$ cat config.mk
export PLATFORM = sky130hd
export DESIGN_NAME = pc_gen_flat
export DESIGN_NICKNAME = d
export VERILOG_FILES = /design/src/rtl/pc_gen_if.sv /design/src/rtl/pc_gen.sv /design/src/flat_wrapper.sv
export SDC_FILE = /design/constraint.sdc
export NUM_CORES = 1
export LEC_CHECK = 0
export CAP_MARGIN = 5
export CELL_PAD_IN_SITES_DETAIL_PLACEMENT = 0
export CELL_PAD_IN_SITES_GLOBAL_PLACEMENT = 2
export CORE_MARGIN = 2
export CORE_UTILIZATION = 37
export CTS_CLUSTER_SIZE = 24
export DETAILED_ROUTE_END_ITERATION = 8
export DONT_BUFFER_PORTS = 1
export PLACE_DENSITY_LB_ADDON = 0.1
export SETUP_SLACK_MARGIN = 0.4
export SKIP_CTS_REPAIR_TIMING = 1
export SYNTH_ARGS = -nofsm -noshare
export SYNTH_HDL_FRONTEND = slang
export SYNTH_SLANG_ARGS = --single-unit
$ cat constraint.sdc
create_clock -name clk -period 2.4 [get_ports clk]
set_input_delay 0.48 -clock clk [delete_from_list [all_inputs] [get_ports clk]]
set_output_delay 0.48 -clock clk [all_outputs]
set_load 0.02 [all_outputs]
$ cat src/rtl/pc_gen_if.sv
// ============================================================================
// pc_gen_if : fetch-side control and request bundle for pc_gen
// Rev 1.0
// ============================================================================
`default_nettype none

interface pc_gen_if #(
  parameter int XLEN = 32
);
  logic            stall_i;
  logic            halt_i;
  logic            redirect_i;
  logic [XLEN-1:0] redirect_target_i;
  logic            fetch_ready_i;
  logic [XLEN-1:0] pc_o;
  logic            ce_o;
  logic            fetch_valid_o;
  logic            misalign_o;

  // master: the PC generator itself; slave: pipeline control + fetch memory
  modport master (
    input  stall_i, halt_i, redirect_i, redirect_target_i, fetch_ready_i,
    output pc_o, ce_o, fetch_valid_o, misalign_o
  );

  modport slave (
    output stall_i, halt_i, redirect_i, redirect_target_i, fetch_ready_i,
    input  pc_o, ce_o, fetch_valid_o, misalign_o
  );
endinterface

`default_nettype wire

$ cat src/rtl/pc_gen.sv
// ============================================================================
// pc_gen : parametrised IF-stage program counter with boot, halt and redirect
// Rev 1.0
// ============================================================================
`default_nettype none

module pc_gen #(
  parameter int              XLEN         = 32,
  parameter logic [XLEN-1:0] RESET_VECTOR = '0,
  parameter int              INST_BYTES   = 4,
  parameter int              BOOT_DELAY   = 1
) (
  input  logic     clk,
  input  logic     rst,
  pc_gen_if.master bus
);

  localparam logic [XLEN-1:0] c_LOW_MASK  = XLEN'(INST_BYTES - 1);
  localparam logic [XLEN-1:0] c_STEP      = XLEN'(INST_BYTES);
  localparam logic [3:0]      c_BOOT_LAST = 4'(BOOT_DELAY);

  typedef enum logic [1:0] {
    ST_BOOT = 2'd0,
    ST_RUN  = 2'd1,
    ST_HALT = 2'd2
  } state_t;

  state_t          r_state;
  logic [3:0]      r_boot_cnt;
  logic [XLEN-1:0] r_pc;
  logic            r_ce;
  logic            r_misalign;

  logic            w_fire;
  logic [XLEN-1:0] w_target_aligned;
  logic            w_target_misaligned;

  assign w_fire              = r_ce & ~bus.stall_i & bus.fetch_ready_i;
  assign w_target_aligned    = bus.redirect_target_i & ~c_LOW_MASK;
  assign w_target_misaligned = |(bus.redirect_target_i & c_LOW_MASK);

  // The first edge after release is spent leaving reset, so the counter runs
  // 0..BOOT_DELAY and ce_o rises on edge BOOT_DELAY+1.
  always_ff @(posedge clk or posedge rst) begin
    if (rst) begin
      r_state    <= ST_BOOT;
      r_boot_cnt <= '0;
      r_pc       <= RESET_VECTOR;
      r_ce       <= 1'b0;
      r_misalign <= 1'b0;
    end else begin
      r_misalign <= 1'b0;
      case (r_state)
        ST_BOOT: begin
          r_boot_cnt <= r_boot_cnt + 4'd1;
          if (r_boot_cnt == c_BOOT_LAST) begin
            r_state <= ST_RUN;
            r_ce    <= 1'b1;
          end
        end
        ST_RUN: begin
          if (bus.redirect_i) begin
            r_pc       <= w_target_aligned;
            r_misalign <= w_target_misaligned;
          end else if (bus.halt_i) begin
            r_state <= ST_HALT;
            r_ce    <= 1'b0;
          end else if (w_fire) begin
            r_pc <= r_pc + c_STEP;
          end
        end
        ST_HALT: begin
          if (bus.redirect_i) begin
            r_pc       <= w_target_aligned;
            r_misalign <= w_target_misaligned;
            r_state    <= ST_RUN;
            r_ce       <= 1'b1;
          end
        end
        default: begin
          r_state <= ST_BOOT;
          r_ce    <= 1'b0;
        end
      endcase
    end
  end

  assign bus.pc_o          = r_pc;
  assign bus.ce_o          = r_ce;
  assign bus.misalign_o    = r_misalign;
  assign bus.fetch_valid_o = r_ce & ~bus.stall_i;

endmodule

`default_nettype wire

$ cat src/flat_wrapper.sv
// flat-port wrapper written by rule: the top's interface ports become plain ports
module pc_gen_flat 
#(
  parameter int              XLEN         = 32,
  parameter logic [XLEN-1:0] RESET_VECTOR = '0,
  parameter int              INST_BYTES   = 4,
  parameter int              BOOT_DELAY   = 1
)
  (clk, rst, bus_stall_i, bus_halt_i, bus_redirect_i, bus_redirect_target_i, bus_fetch_ready_i, bus_pc_o, bus_ce_o, bus_fetch_valid_o, bus_misalign_o);
  pc_gen_if #(.XLEN(XLEN)) bus_i ();
  input  logic clk;
  input  logic rst;
  input wire logic [$bits(bus_i.stall_i)-1:0] bus_stall_i;
  input wire logic [$bits(bus_i.halt_i)-1:0] bus_halt_i;
  input wire logic [$bits(bus_i.redirect_i)-1:0] bus_redirect_i;
  input wire logic [$bits(bus_i.redirect_target_i)-1:0] bus_redirect_target_i;
  input wire logic [$bits(bus_i.fetch_ready_i)-1:0] bus_fetch_ready_i;
  output wire logic [$bits(bus_i.pc_o)-1:0] bus_pc_o;
  output wire logic [$bits(bus_i.ce_o)-1:0] bus_ce_o;
  output wire logic [$bits(bus_i.fetch_valid_o)-1:0] bus_fetch_valid_o;
  output wire logic [$bits(bus_i.misalign_o)-1:0] bus_misalign_o;
  assign bus_i.stall_i = bus_stall_i;
  assign bus_i.halt_i = bus_halt_i;
  assign bus_i.redirect_i = bus_redirect_i;
  assign bus_i.redirect_target_i = bus_redirect_target_i;
  assign bus_i.fetch_ready_i = bus_fetch_ready_i;
  assign bus_pc_o = bus_i.pc_o;
  assign bus_ce_o = bus_i.ce_o;
  assign bus_fetch_valid_o = bus_i.fetch_valid_o;
  assign bus_misalign_o = bus_i.misalign_o;
  pc_gen #(.XLEN(XLEN), .RESET_VECTOR(RESET_VECTOR), .INST_BYTES(INST_BYTES), .BOOT_DELAY(BOOT_DELAY)) u_core (.clk(clk), .rst(rst), .bus(bus_i));
endmodule
==> impl_metrics.env <==
export IMPL_run_status="complete, no violations"
export IMPL_yosysUniqueCellTypes=50
export IMPL_ys_flop_type="dfrtp_1"
export IMPL_ys_ff_latch=37
export IMPL_path_clk_slew_ns=0.08
export IMPL_die_h_um=83.8
export IMPL_p_int_uw=1950
export IMPL_clk_latency_ns=0.29
export IMPL_use_met3_pct=5.93
export IMPL_worst_pin_slew_ns=0.579
export IMPL_synth_largest_area_cell="dfrtp_1"
export IMPL_p_leak_uw=0.00105
export IMPL_drt_pass1_iter_count=5
export IMPL_vias_per_cell=6.02
export IMPL_synth_area_per_cell_sq_um=8.85
export IMPL_drive_above_1_share_pct=16.1
export IMPL_gp_congestion=0.775
export IMPL_fin_crit_ns=1.86
export IMPL_critPathKind="reg2reg"
export IMPL_core_area_sq_um=6240
export IMPL_die_area_sq_um=7020
export IMPL_cts_tree="yes"
export IMPL_io_pin_count=73
export IMPL_grt_total_usage_pct=20.2
export IMPL_worst_endpoint_required_ns=2.58
export IMPL_drv_slew=0
export IMPL_wl_per_cell_um=19.9
export IMPL_postPlaceCellArea_sq_um=2500
export IMPL_drcViolationCount=0
export IMPL_p_comb_share_pct=49.0
export IMPL_start_kind="register"
export IMPL_netlist_area_sq_um=2350
export IMPL_port_buffers=0
export IMPL_synth_enable_flop_cells=0
export IMPL_relSlewSlack_pct=61.0
export IMPL_busiest_layer="met2"
export IMPL_fin_area_sq_um=2610
export IMPL_powerDensity_nw_per_um2=1520
export IMPL_first_iter_violations=56
export IMPL_synth_seq_area_share_pct=39.3
export IMPL_grt_overflow_total=0
export IMPL_final_common_cell="a21oi_1"
export IMPL_synth_top_cell_area_share_pct=39.3
export IMPL_syn_inst=266
export IMPL_hp_class="in2async"
export IMPL_nNetsFinal=316
export IMPL_syn_to_final_growth_pct=10.7
export IMPL_rsz0062_at_grt="no"
export IMPL_cts_made_buffers=5
export IMPL_endpoint_kind="register"
export IMPL_max_clock_path_buffers=2
export IMPL_cp_arrival_ns=2.04
export IMPL_cts_max_level=2
export IMPL_grt_pass1_wl_mm=11.4
export IMPL_finalSetupViolations=0
export IMPL_grt_antenna_before_repair=0
export IMPL_worst_path_max_fanout=9
export IMPL_clock_tree_root_cell="clkbuf_8"
export IMPL_drv_cap=0
export IMPL_power_frac_clock_pct=11.1
export IMPL_finalCritPeriodShare_pct=77.4
export IMPL_route_vias_total=2108
export IMPL_grt_pass1_vias=2124
export IMPL_ir_worst_vdd_uv=688
export IMPL_p_sw_uw=2020
export IMPL_setup_ws_ns=0.542
export IMPL_timing_fmax_mhz=538
export IMPL_finalHoldViolCount=0
export IMPL_wirelength_mm=6.96
export IMPL_finalSetupTns_ns=0
export IMPL_die_width_um=83.8
export IMPL_dp_hpwl_mm=5.03
export IMPL_initial_core_util_pct=37.7
export IMPL_skew_ns=0.00610
export IMPL_antenna_cells=0
export IMPL_grtUsageMet2_pct=31.9
export IMPL_switching_share_pct=51.0
export IMPL_async_flop_share_pct=100
export IMPL_std_cell_rows=29
export IMPL_cts_sinks=37
export IMPL_yosysWarningCount=0
export IMPL_grt_max_degree=38
export IMPL_total_power_uw=3970
export IMPL_drtAntennaViolNets=0
export IMPL_place_ws_ns=0.276
export IMPL_use_met1_pct=27.6
export IMPL_yosys_top_cells_area="dfrtp_1, a21oi_1, o22ai_1, nand2_1, ha_1"
export IMPL_mostFrequentLayoutCells="a21oi_1, dfrtp_1, nand2_1"
export IMPL_p_seq_share_pct=39.8
==> sequential cells by signal, summed over array words and instances (netlist names) <==
| name | count |
|---|---|
| u_core.r_boot_cnt | 4 |
| u_core.bus.pc_o | 30 |
| u_core.bus.misalign_o | 1 |
| u_core.r_state | 2 |
==> cell usage after synthesis, drive strengths merged (3+ instances only) <==
master and count:
nand4 8, buf 13, nor4 3, o22a 8, clkbuf 7, o21ai 15, inv 10, nor2 19
ha 6, nand2 25, and4 3, o32ai 3, dfrtp 37, a21oi 35, a311oi 8, a211oi 4
and3 8, nand3 11, o22ai 17
==> metal layers <==
layer / vias to the layer above / part of all wire, %
li1: 1012 / -
met1: 1034 / 46
met2: 57 / 47
met3: 5 / 5.9
met4: 0 / 0.86
met5: - / 0
==> cells by family (layout without fill, tap and decap cells) <==
logic type | after synthesis | after routing | synth area share [%]
buffers and inverters | 30 | 36 | 5.90
DFF | 37 | 37 | 39.3
adders and majority gates | 6 | 6 | 3.19
and+or+nand+nor | 88 | 88 | 22.2
AOI/OAI and AO/OA | 99 | 99 | 27.3
xor gates and xnor gates | 3 | 3 | 1.12
other | 1 | 2 | 0.159
muxes | 2 | 2 | 0.850
==> final timing paths <==
kind | start | to | slack, ns | cells after the start
max | u_core.bus.pc_o[7] | u_core.bus.pc_o[29] | 0.54 | 5
min | rst | u_core.bus.pc_o[6] | 0.20 | 2
max reg2reg | u_core.bus.pc_o[7] | u_core.bus.pc_o[29] | 0.54 | 5
min reg2reg | u_core.r_boot_cnt[3] | u_core.r_boot_cnt[3] | 0.49 | 1
max in group asynchronous | rst | u_core.bus.pc_o[2] | 1.82 | 2
min in group clk | bus_redirect_target_i[0] | u_core.bus.misalign_o | 0.31 | 2
==> final cells by class <==
class	count	area, sq um
tap	77	96.3
multi-input combinational	200	1320
timing repair buffer	18	148
inverter	10	37.5
fill	656	3630
sequential	37	930
clock buffer	8	80.1
==> worst max-delay path: stages, from the launching register on <==
cell and delay, ns:
dfrtp_1 0.52, and4_2 0.39, nand4_1 0.19, nor2_1 0.26
a311oi_1 0.13, a311oi_1 0.25
==> power by group through the flow <==
stage	Sequential (uW)	Clock [uW]	Combinational, uW
5_1_grt	1640	481	2170
3_5_place_dp	1590	0	1900
4_1_cts	1580	455	1910
6_report	1580	441	1950
2_1_floorplan	1580	0	1350
3_3_place_gp	1590	0	1890
==> metrics by stage <==
stage / instances / hold slack (ns) / utilization (%)
2_1_floorplan: 267 / 0.448 / -
3_3_place_gp: 341 / 0.463 / 40.0
3_5_place_dp: 341 / 0.474 / 40.0
4_1_cts: 349 / 0.225 / 41.3
5_1_grt: 350 / 0.259 / 41.8
6_report: 350 / 0.202 / 41.8
(Power assumes the default switching activity.)
